<file path="config.mk">
export PLATFORM = sky130hd
export DESIGN_NAME = fifo_drain_sched_flat
export DESIGN_NICKNAME = d
export VERILOG_FILES = /design/src/rtl/fifo_drain_sched_if.sv /design/src/rtl/fifo_drain_sched.sv /design/src/flat_wrapper.sv
export SDC_FILE = /design/constraint.sdc
export NUM_CORES = 1
export LEC_CHECK = 0
export ABC_CLOCK_PERIOD_IN_PS = 7500
export BUFFER_PORTS_ARGS = -buffer_cell sky130_fd_sc_hd__buf_2
export CAP_MARGIN = 20
export CORE_MARGIN = 2
export CORE_UTILIZATION = 30
export CTS_BUF_LIST = sky130_fd_sc_hd__clkbuf_2
export CTS_CLUSTER_DIAMETER = 50
export CTS_CLUSTER_SIZE = 40
export DETAILED_ROUTE_END_ITERATION = 7
export PLACE_DENSITY = 0.42
export SLEW_MARGIN = 20
export SYNTH_ARGS = -nofsm -noshare
export SYNTH_HDL_FRONTEND = slang
export SYNTH_SLANG_ARGS = --single-unit
</file>
<file path="constraint.sdc">
create_clock -name clk -period 7.5 [get_ports clk]
set_input_delay 1.125 -clock clk [delete_from_list [all_inputs] [get_ports clk]]
set_output_delay 1.125 -clock clk [all_outputs]
set_load 0.02 [all_outputs]
</file>
<file path="src/rtl/fifo_drain_sched_if.sv">
// Bundle between the capture FIFO array, the drain scheduler and the read-out framer.
// Pure wiring, zero latency.
// No backpressure of its own; the framer throttles through tx_busy and tx_word_done.
interface fifo_drain_sched_if #(
  parameter int N = 24
);
  logic         enable;
  logic [N-1:0] fifo_req;
  logic [N-1:0] fifo_empty;
  logic [N-1:0] fifo_oflow;
  logic         tx_busy;
  logic         tx_word_done;
  logic [N-1:0] grant;
  logic [4:0]   tx_chan;
  logic         tx_start;
  logic         tx_last;
  logic         tx_oflow;
  logic [7:0]   seqnum;

  // Scheduler side.
  modport master (
    input  enable, fifo_req, fifo_empty, fifo_oflow, tx_busy, tx_word_done,
    output grant, tx_chan, tx_start, tx_last, tx_oflow, seqnum
  );

  // FIFO array / framer side.
  modport slave (
    output enable, fifo_req, fifo_empty, fifo_oflow, tx_busy, tx_word_done,
    input  grant, tx_chan, tx_start, tx_last, tx_oflow, seqnum
  );
endinterface

</file>
<file path="src/rtl/fifo_drain_sched.sv">
// Round-robin drain scheduler: picks one capture FIFO per read-out frame, flushes idle data.
// Latency: candidate seen in IDLE at cycle t gives tx_start at t+2 (if framer idle).
// Backpressure: tx_start held off while tx_busy; frame close waits for tx_busy to drop.
module fifo_drain_sched #(
  parameter int N            = 24,
  parameter int BURST        = 64,
  parameter int FLUSH_CYCLES = 1000000
) (
  input  logic               clk,
  input  logic               rst_n,
  fifo_drain_sched_if.master bus
);

  localparam int            CW        = (FLUSH_CYCLES > 1) ? $clog2(FLUSH_CYCLES + 1) : 1;
  localparam logic [CW-1:0] FLUSH_MAX = FLUSH_CYCLES[CW-1:0];
  localparam logic [7:0]    BURST_W   = BURST[7:0];

  typedef enum logic [2:0] {
    S_IDLE,
    S_ARB,
    S_START,
    S_DRAIN,
    S_FINISH
  } state_t;

  state_t        state_q, state_d;
  logic [N-1:0]  grant_q;
  logic [4:0]    chan_q;
  logic          oflow_q;
  logic          last_q;
  logic [7:0]    seq_q;
  logic [4:0]    rr_q;
  logic [N-1:0]  flag_q;
  logic [CW-1:0] flush_q;
  logic [7:0]    wcnt_q;

  logic          flush_due;
  logic [N-1:0]  cand;
  logic          pick_vld;
  logic [N-1:0]  pick_oh;
  logic [4:0]    pick_chan;
  logic          grab_oflow;
  logic          cur_empty;
  logic          word;
  logic          drain_end;
  logic          do_grant;
  logic          do_finish;
  logic          do_last;
  logic          start_pulse;

  assign flush_due  = (flush_q == FLUSH_MAX);
  assign cand       = bus.fifo_req | ({N{flush_due}} & ~bus.fifo_empty);
  // An overflow arriving in the ARB cycle itself is reported in this frame too.
  assign grab_oflow = |((flag_q | bus.fifo_oflow) & pick_oh);
  // grant_q is one-hot, so masking selects the granted channel's empty flag.
  assign cur_empty  = |(bus.fifo_empty & grant_q);
  assign word       = (state_q == S_DRAIN) && bus.tx_word_done;
  // Close on the BURST-th word, on a word that empties the FIFO, or on an empty FIFO with no data.
  assign drain_end  = word ? ((wcnt_q + 8'd1 == BURST_W) || cur_empty)
                           : ((wcnt_q == 8'd0) && cur_empty);

  // Round-robin search: first candidate strictly after the last served channel, wrapping.
  always_comb begin
    pick_vld  = 1'b0;
    pick_oh   = '0;
    pick_chan = '0;
    for (int k = 0; k < N; k++) begin
      if (!pick_vld && cand[(int'(rr_q) + k) % N]) begin
        pick_vld                       = 1'b1;
        pick_oh[(int'(rr_q) + k) % N]  = 1'b1;
        pick_chan                      = 5'((int'(rr_q) + k) % N + 1);
      end
    end
  end

  // FSM state register.
  always_ff @(posedge clk or negedge rst_n) begin
    if (!rst_n) state_q <= S_IDLE;
    else        state_q <= state_d;
  end

  // FSM next state and control strobes.
  always_comb begin
    state_d     = state_q;
    do_grant    = 1'b0;
    do_finish   = 1'b0;
    do_last     = 1'b0;
    start_pulse = 1'b0;
    case (state_q)
      S_IDLE: begin
        if (bus.enable && (|cand)) state_d = S_ARB;
      end
      S_ARB: begin
        if (pick_vld) begin
          do_grant = 1'b1;
          state_d  = S_START;
        end else begin
          state_d  = S_IDLE;
        end
      end
      S_START: begin
        if (!bus.tx_busy) begin
          start_pulse = 1'b1;
          state_d     = S_DRAIN;
        end
      end
      S_DRAIN: begin
        if (drain_end) begin
          do_last = 1'b1;
          state_d = S_FINISH;
        end
      end
      S_FINISH: begin
        if (!bus.tx_busy) begin
          do_finish = 1'b1;
          state_d   = S_IDLE;
        end
      end
      default: state_d = S_IDLE;
    endcase
  end

  // Frame datapath: grant/channel latch, word count, sequence number, overflow flags.
  always_ff @(posedge clk or negedge rst_n) begin
    if (!rst_n) begin
      grant_q <= '0;
      chan_q  <= '0;
      oflow_q <= 1'b0;
      last_q  <= 1'b0;
      seq_q   <= '0;
      rr_q    <= '0;
      flag_q  <= '0;
      wcnt_q  <= '0;
    end else begin
      // Set has priority over the ARB clear so a coincident overflow is never lost.
      flag_q <= (flag_q & ~({N{do_grant}} & pick_oh)) | bus.fifo_oflow;
      last_q <= do_last;
      if (do_grant) begin
        grant_q <= pick_oh;
        chan_q  <= pick_chan;
        oflow_q <= grab_oflow;
      end else if (do_finish) begin
        grant_q <= '0;
        chan_q  <= '0;
        oflow_q <= 1'b0;
        rr_q    <= chan_q;
        seq_q   <= seq_q + 8'd1;
        wcnt_q  <= '0;
      end else if (word) begin
        wcnt_q  <= wcnt_q + 8'd1;
      end
    end
  end

  // Idle timer: the tx_start cycle counts as cycle 0, saturates at FLUSH_CYCLES.
  always_ff @(posedge clk or negedge rst_n) begin
    if (!rst_n)          flush_q <= '0;
    else if (start_pulse) flush_q <= CW'(1);
    else if (!flush_due)  flush_q <= flush_q + CW'(1);
  end

  assign bus.grant    = grant_q;
  assign bus.tx_chan  = chan_q;
  assign bus.tx_start = start_pulse;
  assign bus.tx_last  = last_q;
  assign bus.tx_oflow = oflow_q;
  assign bus.seqnum   = seq_q;

endmodule

</file>
<file path="src/flat_wrapper.sv">
// flat-port wrapper written by rule: the top's interface ports become plain ports
module fifo_drain_sched_flat 
#(
  parameter int N            = 24,
  parameter int BURST        = 64,
  parameter int FLUSH_CYCLES = 1000000
)
  (clk, rst_n, bus_enable, bus_fifo_req, bus_fifo_empty, bus_fifo_oflow, bus_tx_busy, bus_tx_word_done, bus_grant, bus_tx_chan, bus_tx_start, bus_tx_last, bus_tx_oflow, bus_seqnum);
  fifo_drain_sched_if #(.N(N)) bus_i ();
  input  logic clk;
  input  logic rst_n;
  input wire logic [$bits(bus_i.enable)-1:0] bus_enable;
  input wire logic [$bits(bus_i.fifo_req)-1:0] bus_fifo_req;
  input wire logic [$bits(bus_i.fifo_empty)-1:0] bus_fifo_empty;
  input wire logic [$bits(bus_i.fifo_oflow)-1:0] bus_fifo_oflow;
  input wire logic [$bits(bus_i.tx_busy)-1:0] bus_tx_busy;
  input wire logic [$bits(bus_i.tx_word_done)-1:0] bus_tx_word_done;
  output wire logic [$bits(bus_i.grant)-1:0] bus_grant;
  output wire logic [$bits(bus_i.tx_chan)-1:0] bus_tx_chan;
  output wire logic [$bits(bus_i.tx_start)-1:0] bus_tx_start;
  output wire logic [$bits(bus_i.tx_last)-1:0] bus_tx_last;
  output wire logic [$bits(bus_i.tx_oflow)-1:0] bus_tx_oflow;
  output wire logic [$bits(bus_i.seqnum)-1:0] bus_seqnum;
  assign bus_i.enable = bus_enable;
  assign bus_i.fifo_req = bus_fifo_req;
  assign bus_i.fifo_empty = bus_fifo_empty;
  assign bus_i.fifo_oflow = bus_fifo_oflow;
  assign bus_i.tx_busy = bus_tx_busy;
  assign bus_i.tx_word_done = bus_tx_word_done;
  assign bus_grant = bus_i.grant;
  assign bus_tx_chan = bus_i.tx_chan;
  assign bus_tx_start = bus_i.tx_start;
  assign bus_tx_last = bus_i.tx_last;
  assign bus_tx_oflow = bus_i.tx_oflow;
  assign bus_seqnum = bus_i.seqnum;
  fifo_drain_sched #(.N(N), .BURST(BURST), .FLUSH_CYCLES(FLUSH_CYCLES)) u_core (.clk(clk), .rst_n(rst_n), .bus(bus_i));
endmodule
</file>
==> flow_metrics.env <==
export IMPL_grt_ovfl_total=0
export IMPL_hold_viol=0
export IMPL_synth_edf_count=0
export IMPL_h_tree_depth=3
export IMPL_die_y_um=243.5
export IMPL_vias=23920
export IMPL_first_pass_iters=7
export IMPL_crit_path_max_fanout=30
export IMPL_worst_clock_skew_ps=56.45
export IMPL_grt_max_degree=57
export IMPL_ant_nets=0
export IMPL_place_hpwl_um=100400
export IMPL_drive_gt1_share_pct=15.28
export IMPL_rows=87
export IMPL_period_needed_ps=7294
export IMPL_synth_nets=2669
export IMPL_whs_ps=321.0
export IMPL_synth_distinct_cells=99
export IMPL_track_usage_pct=40.80
export IMPL_cts_tree="built"
export IMPL_ys_ff_latch=99
export IMPL_crit_chain="buf_4, ha_1, buf_4, a21oi_1, inv_1, ha_1, nand2b_1, a21oi_1, o32a_1, o2111ai_1, o221ai_1, or2_2, nand2b_1, nor3_1, nand4_1, o32ai_1, nor3_1, a21oi_1, a2111oi_2, nand4_1, nor4b_2, a31oi_1"
export IMPL_path_buf_inv=3
export IMPL_async_reset_ff_share_pct=100.0
export IMPL_cp_common_cell="a21oi_1"
export IMPL_maxSlewHeadroom_pct=15.69
export IMPL_io_buffers=116
export IMPL_post_cts_buffers=0
export IMPL_synth_cells=2535
export IMPL_crit_path_max_incr_delay_ps=800
export IMPL_num_nets_final=2818
export IMPL_hold_class="in2async"
export IMPL_grt_pass1_wl_um=173400
export IMPL_fillers=6252
export IMPL_wl_per_cell_um=36.07
export IMPL_synth_cell_area_um2=17200
export IMPL_cp_end_kind="flip-flop"
export IMPL_yosys_warnings=0
export IMPL_vias_per_cell=6.936
export IMPL_clock_sinks=99
export IMPL_crit_required_ps=8140
export IMPL_setup_violations=0
export IMPL_dpl_instance_area_um2=19540
export IMPL_drv_cap=0
export IMPL_drt_iter0_markers=3497
export IMPL_avgSynthCellArea_um2=6.787
export IMPL_initial_utilization_pct=30.45
export IMPL_ys_seq_area_share_pct=14.40
export IMPL_clk_latency_ps=760
export IMPL_crit_type="reg2reg"
export IMPL_grt_setup_unrepaired="no"
export IMPL_syn2layout_area_growth_pct=14.72
export IMPL_cts_made_buffers=9
export IMPL_place_gp_congestion=1.080
export IMPL_clk_pin_slew_worst_paths_ps=360
export IMPL_drv_slew=0
export IMPL_cts_hold_buffers=0
export IMPL_die_w_um=243.5
export IMPL_tns_ps=0
export IMPL_grt_pass1_vias=22380
export IMPL_drc=0
export IMPL_clk_path_buf_depth=2
export IMPL_floorplan_io_pins=117
export IMPL_cts_root_buf="clkbuf_2"
export IMPL_post_route_cell_area_um2=19740
export IMPL_core_um2=56500
export IMPL_crit_path_start_kind="flip-flop"
export IMPL_tightest_slew_ps=1253
export IMPL_antenna_found_initial=3
export IMPL_dieArea_um2=59280
export IMPL_min_period_over_period_pct=97.26
export IMPL_wl_um=124400
export IMPL_fmax_ghz=0.1371
export IMPL_synth_flop_cell="dfrtp_1"
export IMPL_status="completed"
export IMPL_cp_slowest_cell="nor3_1"
export IMPL_crit_family="compound AO/OA/AOI/OAI gates"
export IMPL_crit_arrival_ps=7940
==> worst register-to-register path: cells and delay by family, from the launching register on <==
| family | cells | cell delay (ps) |
|---|---|---|
| DFF | 1 | 500 |
| and+or+nand+nor | 8 | 2220 |
| adders and majority gates | 2 | 770 |
| AOI/OAI and AO/OA | 9 | 3030 |
| buffers and inverters | 3 | 670 |
==> routing by layer <==
metal	vias to the layer above	track usage, %	share of wire (%)
li1	10070	-	-
met1	11610	53.24	40
met2	1832	61.22	42
met3	407	9.253	11
met4	2	24.31	7.2
met5	-	0	0.0088
==> cell usage in the layout (no fill, tap or decap), drive strengths merged, types with 52 or more instances in the layout <==
cell type  count
ha            57
nand3        136
xnor2         63
buf          288
o21ai        140
dfrtp         99
nor3         148
a31oi         52
nand2        347
nand4         79
inv           84
a21oi        102
nor2         243
nor4          54
==> logic make-up (layout without fill, tap and decap cells) <==
logic type | Yosys count | in the layout | share of synthesized area (%)
AOI/OAI and AO/OA | 757 | 757 | 31.72
xor gates and xnor gates | 89 | 89 | 4.531
adders and majority gates | 57 | 57 | 4.145
buffers and inverters | 233 | 387 | 5.302
DFF | 99 | 99 | 14.40
muxes | 34 | 34 | 3.120
other | 0 | 3 | 0
and+or+nand+nor | 1266 | 1266 | 36.79
==> cell usage after synthesis (35+ instances only) <==
cell      instances  area (µm²)
a21oi_1         102       510.5
nand2_1         347        1303
nor4_1           51       319.1
nand2b_1         35       219.0
clkbuf_1        123       461.7
nand4_1          77       481.7
o21ai_0         130       650.6
dfrtp_1          99        2477
xnor2_1          63       551.8
nor2_1          241       904.6
nor3_1          148       740.7
inv_1            78       292.8
nand3_1         136       680.7
ha_1             57       713.2
a31oi_1          52       325.3
==> through the flow <==
stage	setup WS [ps]	utilization, %	std cells
CTS	82.52	34.86	3445
global route	15.72	34.93	3446
detailed placement	160.2	34.58	3429
floorplan	666.3	-	2535
finish	205.8	34.93	3448
global placement	198.5	34.56	3428
==> flip-flops by register name, summed over array words and instances, names as in the netlist <==
signal               cells
u_core.wcnt_q            8
u_core.rr_q              5
u_core.state_q           3
u_core.bus.tx_last       1
u_core.bus.seqnum        8
u_core.flag_q           24
u_core.bus.tx_oflow      1
u_core.bus.tx_chan       5
u_core.bus.grant        24
u_core.flush_q          20
==> area by class of cell <==
class                           count  area (µm²)  area share, %
Sequential cell                    99        2480          12.57
Clock inverter                      6       105.1         0.5325
Multi-Input combinational cell   2203       13960          70.76
Tap cell                          756       945.9          4.793
Clock buffer                       10       50.05         0.2536
Antenna cell                        3       7.507        0.03804
Inverter                           83       311.5          1.579
Timing Repair Buffer              288        1872          9.484
==> final timing paths <==
kind	slack [ps]	cells after the start	start	endpoint
max	210	22	u_core.rr_q[2]	u_core.bus.tx_oflow
min	320	1	rst_n	u_core.bus.grant[14]
max reg2reg	210	22	u_core.rr_q[2]	u_core.bus.tx_oflow
min reg2reg	490	1	u_core.bus.seqnum[7]	u_core.bus.seqnum[7]
max in group asynchronous	5870	2	rst_n	u_core.rr_q[0]
min in group clk	490	1	u_core.bus.seqnum[7]	u_core.bus.seqnum[7]
==> timing repair <==
item                                    CTS  global route
gates resized for setup                   0             7
hold endpoints to repair                  0             0
endpoints found under the setup margin    0            10
Power is not shown: default switching activity piles up to over one toggle a cycle in this logic, so the estimate is an artifact.
